File: src/rtl/mul_dispatch_pkg.sv
// Shared types for the multiply dispatch shim: FSM state encoding and the
// queued request entry (operands plus destination tag).
package mul_dispatch_pkg;

  localparam int unsigned mul_width     = 32;
  localparam int unsigned mul_tag_width = 5;

  typedef enum logic {
    IDLE = 1'b0,
    WAIT = 1'b1
  } e_mul_dispatch_state;

  typedef struct packed {
    logic [mul_width-1:0]     a;
    logic [mul_width-1:0]     b;
    logic [mul_tag_width-1:0] tag;
  } mul_req_entry_t;

endpackage

File: src/rtl/sync_fifo.sv
// Single-clock FIFO with synchronous active-high reset; depth must be a power
// of two so the pointers wrap naturally. A push while full or a pop while empty is dropped.
module sync_fifo #(
  parameter int unsigned width = 8,
  parameter int unsigned depth = 4
) (
  input  logic                     clk,
  input  logic                     rst,
  input  logic                     push,
  input  logic                     pop,
  input  logic [width-1:0]         wr_data,
  output logic [width-1:0]         rd_data,
  output logic                     full,
  output logic                     empty,
  output logic [$clog2(depth):0]   count
);

  localparam int unsigned aw = $clog2(depth);

  logic [width-1:0] mem [depth];
  logic [aw-1:0]    wr_ptr;
  logic [aw-1:0]    rd_ptr;
  logic             do_push;
  logic             do_pop;

  assign do_push = push && !full;
  assign do_pop  = pop && !empty;

  // NOTE: sequential state uses non-blocking assignments so every register
  // samples pre-edge values regardless of process ordering.
  always_ff @(posedge clk) begin
    if (rst) begin
      wr_ptr <= '0;
      rd_ptr <= '0;
      count  <= '0;
    end else begin
      if (do_push) wr_ptr <= wr_ptr + 1'b1;
      if (do_pop)  rd_ptr <= rd_ptr + 1'b1;
      case ({do_push, do_pop})
        2'b10:   count <= count + 1'b1;
        2'b01:   count <= count - 1'b1;
        default: count <= count;
      endcase
    end
  end

  // NOTE: storage is deliberately not reset; occupancy is tracked by the
  // pointers and count, so stale contents are never observed.
  always_ff @(posedge clk) begin
    if (do_push) mem[wr_ptr] <= wr_data;
  end

  assign rd_data = mem[rd_ptr];
  assign full    = (count == (aw + 1)'(depth));
  assign empty   = (count == '0);

endmodule

File: src/rtl/mul_dispatch_32bit.sv
// Decode-to-writeback shim around the iterative multiplier: queue, issue one
// op at a time, hold the tagged result. MUL_DISPATCH_BYPASS_EN lets an idle,
// empty shim issue an incoming request directly, skipping the FIFO.
module mul_dispatch_32bit
  import mul_dispatch_pkg::*;
#(
  parameter int unsigned width     = mul_width,
  parameter int unsigned depth     = 4,
  parameter int unsigned tag_width = mul_tag_width
) (
  input  logic                 clk,
  input  logic                 rst,
  input  logic                 in_valid,
  output logic                 in_ready,
  input  logic [width-1:0]     in_a,
  input  logic [width-1:0]     in_b,
  input  logic [tag_width-1:0] in_tag,
  output logic                 mul_req,
  output logic [width-1:0]     mul_a,
  output logic [width-1:0]     mul_b,
  input  logic [width-1:0]     mul_out,
  input  logic                 mul_ack,
  output logic                 res_valid,
  input  logic                 res_ready,
  output logic [width-1:0]     res_data,
  output logic [tag_width-1:0] res_tag,
  output logic                 busy
);

  localparam int unsigned cw = $clog2(depth) + 1;

  // The queued entry layout is fixed by the package; reject mismatched builds.
  if (width != mul_width || tag_width != mul_tag_width || depth < 2 ||
      (depth & (depth - 1)) != 0) begin : g_cfg_check
    $error("mul_dispatch_32bit: unsupported width/tag_width/depth");
  end

  e_mul_dispatch_state state;
  e_mul_dispatch_state state_next;
  mul_req_entry_t      in_entry;
  mul_req_entry_t      head;
  mul_req_entry_t      issue_entry;
  logic                fifo_push;
  logic                fifo_pop;
  logic                fifo_full;
  logic                fifo_empty;
  logic [cw-1:0]       fifo_count;
  logic                slot_free;
  logic                bypass_take;
  logic                issue;
  logic [tag_width-1:0] inflight_tag;

  assign in_entry  = '{a: in_a, b: in_b, tag: in_tag};
  assign in_ready  = !fifo_full;
  // A result being drained this cycle frees the slot for the next issue.
  assign slot_free = !res_valid || res_ready;

`ifdef MUL_DISPATCH_BYPASS_EN
  assign bypass_take = (state == IDLE) && fifo_empty && slot_free && in_valid;
`else
  assign bypass_take = 1'b0;
`endif

  assign issue_entry = fifo_empty ? in_entry : head;
  assign fifo_push   = in_valid && in_ready && !bypass_take;
  assign fifo_pop    = issue && !fifo_empty;

  sync_fifo #(
    .width ($bits(mul_req_entry_t)),
    .depth (depth)
  ) u_req_fifo (
    .clk     (clk),
    .rst     (rst),
    .push    (fifo_push),
    .pop     (fifo_pop),
    .wr_data (in_entry),
    .rd_data (head),
    .full    (fifo_full),
    .empty   (fifo_empty),
    .count   (fifo_count)
  );

  always_ff @(posedge clk) begin
    if (rst) state <= IDLE;
    else     state <= state_next;
  end

  // NOTE: every combinational output gets a default before the case so no
  // path leaves it unassigned and no latch is inferred.
  always_comb begin
    state_next = state;
    issue      = 1'b0;
    case (state)
      IDLE: begin
        if (slot_free && (!fifo_empty || bypass_take)) begin
          issue      = 1'b1;
          state_next = WAIT;
        end
      end
      WAIT: begin
        if (mul_ack) state_next = IDLE;
      end
    endcase
  end

  always_ff @(posedge clk) begin
    if (rst) begin
      mul_req      <= 1'b0;
      mul_a        <= '0;
      mul_b        <= '0;
      inflight_tag <= '0;
      res_valid    <= 1'b0;
      res_data     <= '0;
      res_tag      <= '0;
    end else begin
      mul_req <= issue;
      if (issue) begin
        mul_a        <= issue_entry.a;
        mul_b        <= issue_entry.b;
        inflight_tag <= issue_entry.tag;
      end
      if (state == WAIT && mul_ack) begin
        res_valid <= 1'b1;
        res_data  <= mul_out;
        res_tag   <= inflight_tag;
      end else if (res_valid && res_ready) begin
        res_valid <= 1'b0;
      end
    end
  end

  assign busy = (fifo_count != '0) || (state == WAIT) || res_valid;

`ifndef SYNTHESIS
  // An ack with nothing in flight is a multiplier protocol error.
  always_ff @(posedge clk) begin
    if (!rst) assert (!(mul_ack && state == IDLE));
  end
`endif

endmodule

File: config.mk
export PLATFORM = sky130hd
export DESIGN_NAME = mul_dispatch_32bit
export DESIGN_NICKNAME = d
export VERILOG_FILES = /design/src/rtl/mul_dispatch_pkg.sv /design/src/rtl/sync_fifo.sv /design/src/rtl/mul_dispatch_32bit.sv
export SDC_FILE = /design/constraint.sdc
export NUM_CORES = 1
export LEC_CHECK = 0
export CAP_MARGIN = 30
export CORE_UTILIZATION = 28
export CTS_CLUSTER_DIAMETER = 100
export CTS_CLUSTER_SIZE = 30
export DETAILED_ROUTE_END_ITERATION = 10
export HOLD_SLACK_MARGIN = 0.03
export PLACE_DENSITY = 0.56
export SLEW_MARGIN = 25
export SYNTH_ARGS = -nofsm -noshare
export SYNTH_HDL_FRONTEND = slang
export SYNTH_SLANG_ARGS = --single-unit
File: constraint.sdc
create_clock -name clk -period 4.3 [get_ports clk]
set_input_delay 1.29 -clock clk [delete_from_list [all_inputs] [get_ports clk]]
set_output_delay 1.29 -clock clk [all_outputs]
set_load 0.02 [all_outputs]
# Word-level counts from Yosys, hierarchy flattened
# Memories as Yosys holds them, arrays and structs flattened. A register that Yosys moved wholly into a read port is not among the register bits.
# Index checks and enable logic that the tools add are counted.
[word_totals] mem_bits_rw=276 regBits=47 in_bits=106 elab_cells=43 mem_count=1
[classes] n_reduce_logical=17 n_bitwise=1 mux=9 eq_ne=3 addsub=4
[memory_table] name="u_req_fifo.mem" words=4 width=69 read_ports=1 rd_ports_with_merged_regs=1 write_ports=1 line="sync_fifo.sv:20" text="logic [width-1:0] mem [depth];"
[op_table] op="1-bit logical AND" count=7
[op_table] op="1-bit two-way mux" count=7
[op_table] op="3-bit case mux with 2 select lines" count=1
[op_table] op="2-bit by 1-bit adder with 2-bit output (second input constant)" count=2
[op_table] op="2-bit nonzero test" count=2
[op_table] op="3-bit by 1-bit adder with 3-bit output (second input constant)" count=1
[op_table] op="3-bit equality test (second input constant)" count=1
[op_table] op="1-bit zero test" count=3
[op_table] op="3-bit zero test" count=1
[op_table] op="1-bit logical OR" count=3
[op_table] op="3-bit nonzero test" count=1
[op_table] op="3-bit by 1-bit subtractor with 3-bit output (second input constant)" count=1
[op_table] op="2-bit by 1-bit equality test with 1-bit output (second input constant)" count=1
[op_table] op="2-bit equality test (second input constant)" count=1
[op_table] op="1-bit case mux with 2 select lines" count=1
[op_table] op="1-bit inverter" count=1

# Longest topological paths before layout
[logic_depth] word_depth=9 ltp_mapped=10 ltp_nobuf=8

# Cells and area by module
# A second synthesis with hierarchy kept.
[unflattened] cells_unflattened=890 area_unflattened_um2=14980.6
[modules_own_cells] mod="sync_fifo" n_inst=1 seq_area_each_um2=8468.1 cells_each=415 area_each_um2=10435.0
[modules_own_cells] mod="mul_dispatch_32bit" n_inst=1 seq_area_each_um2=2182.1 cells_each=475 area_each_um2=4545.6

# Least setup slack after synthesis
# No wires, ideal clock.
[synth_path] path_type="input-to-reg" startpoint="input port in_valid" endpoint="memory u_req_fifo.mem[0][0] (netlist bit), enable pin" slack_ps=659 setup_ps=435 cell_stages=2 required_ps=3865 arrival_time_ps=3206 cell_sequence="buf_1 > and3_1"
[synth_via] elab_chain_cells=4
[synth_rtl] item="from (decl)" line="mul_dispatch_32bit.sv:13" text="input logic in_valid,"
[synth_rtl] item="1-bit logical AND" line="mul_dispatch_32bit.sv:65" text="assign fifo_push = in_valid && in_ready && !bypass_take;"
[synth_rtl] item="1-bit logical AND" line="sync_fifo.sv:26" text="assign do_push = push && !full;"
[synth_rtl] item="1-bit two-way mux" line="sync_fifo.sv:50" text="if (do_push) mem[wr_ptr] <= wr_data;"
[synth_rtl] item="1-bit two-way mux (not written as such)" line="sync_fifo.sv:50"
[synth_rtl] item="to (decl)" line="sync_fifo.sv:20"
# No other way between the ends.

# Final worst setup path
[layout_path] startpoint="register u_req_fifo.count[0]" endpoint="output port busy"
[layout_via] elab_chain_cells=3
[layout_rtl] item="from (decl)" line="sync_fifo.sv:15" text="output logic [$clog2(depth):0] count"
[layout_rtl] item="from (signal assigned)" line="sync_fifo.sv:40" text="2'b10: count <= count + 1'b1;"
[layout_rtl] item="from (signal assigned)" line="sync_fifo.sv:41" text="2'b01: count <= count - 1'b1;"
[layout_rtl] item="from (signal assigned)" line="sync_fifo.sv:42" text="default: count <= count;"
[layout_rtl] item="3-bit nonzero test" line="mul_dispatch_32bit.sv:132" text="assign busy = (fifo_count != '0) || (state == WAIT) || res_valid;"
[layout_rtl] item="1-bit logical OR (2 in a row)" line="mul_dispatch_32bit.sv:132"
[layout_rtl] item="to (decl)" line="mul_dispatch_32bit.sv:27" text="output logic busy"
# No other way between the ends.

==> impl_metrics.tcl <==
set metrics [dict create \
    grt_max_degree 76 \
    place_hpwl_um 22200 \
    finalHoldViolCount 0 \
    slew_viol_final 0 \
    synth-simple-area-share 0.0582 \
    period_needed_ps 3550 \
    gp_congestion 0.735 \
    syn-num-nets 1025 \
    hold_buffers 0 \
    fillers 4963 \
    end_kind "output port" \
    netlist_instances 913 \
    ios 211 \
    cts_root_buf "clkbuf_16" \
    htree_levels 1 \
    finalSetupTns_ps 0 \
    power_w 0.0105 \
    yosysMostFrequentCell "edfxtp_1" \
    nNetsFinal 1194 \
    yosys-top-cells-area "edfxtp_1, dfxtp_1, mux4_2, mux4_1, a21oi_1" \
    cts_tree "done" \
    synth-seq-cells 392 \
    vias 8553 \
    grt_use_met3 0.0246 \
    vias_per_cell 4.82 \
    clockBufferDepth 3 \
    muxShareOfSynthArea 0.114 \
    grt_use_total 0.133 \
    synthArstFlopShare 0 \
    setup_viol 0 \
    synth_compound_area_frac 0.0748 \
    path_class "flip-flop to output port" \
    grt.busiest_layer "met2" \
    required_ps 3010 \
    worst_pin_slew_ps 1020 \
    synth_adder_area_share 0.00558 \
    detail-route-antenna-nets 0 \
    skew_ps 25.9 \
    path_cells "or3_4 -> or3_1 -> clkdlybuf4s50_1" \
    syn_avg_cell_area_um2 16.2 \
    fp.dieArea_mm2 0.0538 \
    peakVddDrop_mv 0.418 \
    synth_edf_count 276 \
    avgRoutedWirePerCell_um 20.5 \
    cpMaxStageDelayCell "clkdlybuf4s50_1" \
    worstSkewPairLatency_ps 540 \
    period_share 0.825 \
    drive_above_1_share 0.0951 \
    cts_sinks 392 \
    worstPathMaxFanout 5 \
    dieWidth_um 232 \
    crit_family "simple AND/OR/NAND/NOR gates" \
    p_per_area_mw_per_mm2 577 \
    grt_use_met2 0.228 \
    critPathBufInv 1 \
    fp.dieH_um 232 \
    p_leak_nw 5.75 \
    drtPass1Iterations 5 \
    cap_violations 0 \
    diodes 0 \
    rsz0062_at_grt "false" \
    path_clk_slew_ps 100 \
    synth_top_cells_by_count "edfxtp_1, dfxtp_1, a21oi_1" \
    wirelength_um 36400 \
    yosys_warnings 0 \
    start_util 0.286 \
    synth_area_mm2 0.0148 \
    ys_seq_area_frac 0.717 \
    synth.top_cell.area_share 0.560 \
    row_count 83 \
    cp_slowest_stage_delay_ps 580 \
    cts_inserted_buffers 18 \
    synth_cell_types 32 \
    overflow 0 \
    grt_pass1_vias 8697 \
    grt_antenna_before_repair 2 \
    grt_first_pass_wirelength_um 54600 \
    crit_path_start_kind "flip-flop" \
    postCtsSetupRepairBufs 0 \
    post-route-util 0.352 \
    slew_headroom 0.320 \
    synth-xor-area-share 0.00118 \
    hp-class "flip-flop to flip-flop" \
    core_mm2 0.0517 \
    grtUsageMet1 0.177 \
    synth_top_family_by_area "multiplexers" \
    syn_to_final_growth_pct 23.1 \
    drt-initial-drc-count 590 \
    cts_resized 0 \
    status "completed" \
    drc 0 \
    arrival_ps 2260 \
    synth_largest_area_cell "edfxtp_1" \
    portBuffers 210 \
    fmax_mhz 282 \
    synth-main-ff-cell "edfxtp_1" \
]
worst paths after layout:
kind                            start                  end  slack (ps)  depth (start not counted)
setup / recovery  u_req_fifo.count[0]                 busy         750                          3
hold / removal            res_data[2]          res_data[2]         460                          2
setup reg to reg  u_req_fifo.count[0]  u_req_fifo.count[2]        1500                          9
hold reg to reg           res_data[2]          res_data[2]         460                          2
layout make-up:
cell class	instances	area, um2	share of cell area
sequential	392	10600	0.583
clock inverter	7	71.3	0.00392
clock buffer	25	498	0.0273
inverter	4	16.3	0.000893
timing repair buffer	234	2350	0.129
tap	680	851	0.0467
multi-input combinational	432	3800	0.209
worst register-to-register path: stages, from the launching register on:
cell and delay, ps:
dfxtp_1 390, or3_4 390, buf_4 400, nand3_1 280
inv_1 60, ha_1 230, fa_1 380, xnor2_1 140
or3_1 300, a21oi_1 140
registers in the layout, indices dropped and copies added, names as in the netlist, 3 cells and up:
register	cells
u_req_fifo.mem	276
mul_a	32
mul_b	32
res_data	32
inflight_tag	5
res_tag	5
u_req_fifo.count	3
power by group:
group,internal [W],switching [W],leakage (nW)
clock network,0.000860,0.00121,0.279
logic,0.00148,0.00200,1.99
registers,0.00460,0.000355,3.48
total,0.00694,0.00357,5.75
metal layers:
metal	routed length, um	share of wire	vias to the layer above
met4	584	0.016	4
met3	1890	0.052	35
met1	16400	0.45	4332
li1	-	-	3967
met2	17500	0.48	215
met5	27	0.00074	-
per-stage QoR:
stage	worst slack (ps)	cell area [um2]	hold slack (ps)	instances
final	753	18200	459	1774
after global routing	656	18200	476	1774
after detailed placement	892	17600	446	1742
after CTS	689	18200	462	1774
after floorplan	659	14800	432	913
after global placement	882	17600	441	1741
layout by cell type, fill, tap and decap left out, types with 2 or more instances in the layout:
| master | count |
|---|---|
| and3_4 | 4 |
| nand4_1 | 70 |
| or3_1 | 2 |
| mux4_2 | 39 |
| inv_1 | 3 |
| clkbuf_1 | 6 |
| clkbuf_16 | 19 |
| nor2_1 | 4 |
| a21o_1 | 2 |
| o31ai_1 | 70 |
| clkinv_4 | 2 |
| buf_12 | 6 |
| nand2_1 | 75 |
| dfxtp_4 | 3 |
| ha_1 | 5 |
| mux4_1 | 30 |
| buf_4 | 19 |
| edfxtp_1 | 276 |
| clkdlybuf4s50_1 | 209 |
| clkinv_2 | 2 |
| nand3_1 | 3 |
| dfxtp_1 | 113 |
| a21oi_1 | 112 |
logic make-up after synthesis:
family / count (synthesis)
and+or+nand+nor: 168
muxes: 71
buffers and inverters: 89
xor gates and xnor gates: 2
DFF: 392
AOI/OAI and AO/OA: 185
adders and majority gates: 6
(Power assumes the default switching activity.)
==> variant (config.mk and constraints unchanged) <==
`mul_tag_width`: 5 -> 7.
--- a/src/rtl/mul_dispatch_pkg.sv
+++ b/src/rtl/mul_dispatch_pkg.sv
@@ -3,7 +3,7 @@
 package mul_dispatch_pkg;
 
   localparam int unsigned mul_width     = 32;
-  localparam int unsigned mul_tag_width = 5;
+  localparam int unsigned mul_tag_width = 7;
 
   typedef enum logic {
     IDLE = 1'b0,
Ports: changed (resized in_tag and res_tag); port bits go from 211 to 215. No check against the original RTL was run, so the function may have changed too.
==> variant against the unedited design <==
Power increased by 2.1%; routed wire length up 4.6%; global-route usage increased by 0.14 points; final area rose by 2.2%; setup slack better by 20 ps; synthesized area up 4.2%; sequential cell count grew 12; final cell count grew 2.6%; combinational power is 5% higher; critical path type unchanged; largest power group unchanged; highest routed layer unchanged.
==> variant: results (changes against the unedited design) <==
Outcome: finished clean
CP peak stage delay: 570 ps
Critical path arrival: 2240 ps (-20 ps)
Via count of the first global-routing pass: 9068 (+4.3%)
Initial antenna violation count: 11 (+9)
Worst IR drop on VDD: 533 uV (+27%)
Commonest cells in the netlist: 284 x edfxtp_1, 120 x dfxtp_1, 115 x a21oi_1
Largest net degree at the start of global routing: 74 (-2.6%)
R2R depth: 10 (+1)
Clock-pin slew on the worst setup and hold paths: 120 ps (+20 ps)
Lkg Pwr: 5.80 nW (+0.70%)
Ranking of synthesized cells by area: edfxtp_1 55%, dfxtp_1 16%, mux4_2 9.9%, a21oi_1 3.7%, o31ai_1 3.5%
Placed cell areas: 0.0181 sq mm (+2.4%)
Drt pass-1 iters: 4 (-1)
Drt total wl: 38100 um (+4.6%)
Hold/Removal Path Class: register to register
Slowest cell on crit path: clkdlybuf4s50_1
Synth Warn #: 0 (unchanged)
First-pass GRT wire length: 57000 um (+4.5%)
Port buffer count: 214 (+1.9%)
Flop2flop setup slack: 1500 ps (about the same)
# Post-CTS Setup Buffers: 0 (unchanged)
CTS H-tree lvls: 1 (unchanged)
Hold Path Depth: 2 (unchanged)
Met3 global-route usage: 0.0333 (+0.00878)
CP Max Fanout: 5 (unchanged)
Max FFs per register: 284 (+2.9%)
Filler cells: 5129 (+3.3%)
CTS resizes: 0 (unchanged)
GR met1 Demand/Resource: 0.171 (-0.00638)
Post-synth EDFFs: 284 (+2.9%)
Post-layout nets: 1226 (+2.7%)
Via count: 8801 (+2.9%)
Area of the multi-input gates: 0.00381 sq mm (+0.30%)
Clock Latency Late Sink: 530 ps
Longest Clk Path Bufs: 3 (unchanged)
HPWL after DPL: 22200 um (about the same)
CTS root buffer: clkbuf_16
GPL Wtd Cong: 0.692 (-5.8%)
Max-slew headroom: 0.351 (+0.0302)
Share of flip-flops with an asynchronous set or reset: 0 (unchanged)
Met2 GRT Util: 0.230 (+0.00186)
Layout cell share with drive strength beyond 1: 0.115 (+0.0199)
Top reg by flops: u_req_fifo.mem
Syn Nets: 1054 (+2.8%)
Post-synthesis sequential area ratio: 0.709 (-0.00809)
Clock Skew: 11.6 ps (-14.4 ps)
Initial DRC Count: 556 (-5.8%)
Gr usage total: 0.135 (+0.00138)
Final hold slack: 457 ps (-2.05 ps)
Gr busiest metal: met2
TritonCTS Buffers: 17 (-1)
Unique masters post-synth: 36 (+13%)
## variant: logic make-up after synthesis
logic type	share of synthesized area
buffers and inverters	0.0467
and+or+nand+nor	0.0576
muxes	0.106
AOI/OAI and AO/OA	0.0743
DFF	0.709
adders and majority gates	0.00536
xor gates and xnor gates	0.00114
## variant: worst paths after layout
path,startpoint,to
setup / recovery,u_req_fifo.count[0],busy
hold / removal,inflight_tag[2],res_tag[2]
setup reg to reg,u_req_fifo.count[0],u_req_fifo.count[2]
hold reg to reg,inflight_tag[2],res_tag[2]
## variant: layout make-up
type	instances	share of cell area
diodes	2	0.000269
flip-flops and latches	404	0.588
well taps	696	0.0468
multi-input cells	446	0.205
clock buffers	26	0.0247
clock inverters	3	0.00114
inverters	4	0.000807
repair buffers	239	0.134
## variant: metal layers
metal | share of wire | routed length [um]
met5 | 0.0031 | 119
met3 | 0.063 | 2380
met1 | 0.43 | 16300
met2 | 0.49 | 18800
met4 | 0.015 | 581
## variant: through the flow
step,setup WS (ps),instances
after floorplan,612,940
after global placement,885,1786
after detailed placement,871,1787
final,773,1820
after global routing,689,1819
after CTS,703,1816
## variant: power breakdown
part           internal, mW  total [mW]  switching [mW]
logic                  1.60        3.66            2.05
clock network         0.762        1.92            1.16
registers              4.74        5.14           0.406
## variant: worst max-delay path: cells and delay by family (launching register included)
kind,cells,cell delay (ps)
buf+inv,1,570
flops,1,400
simple gates,2,730
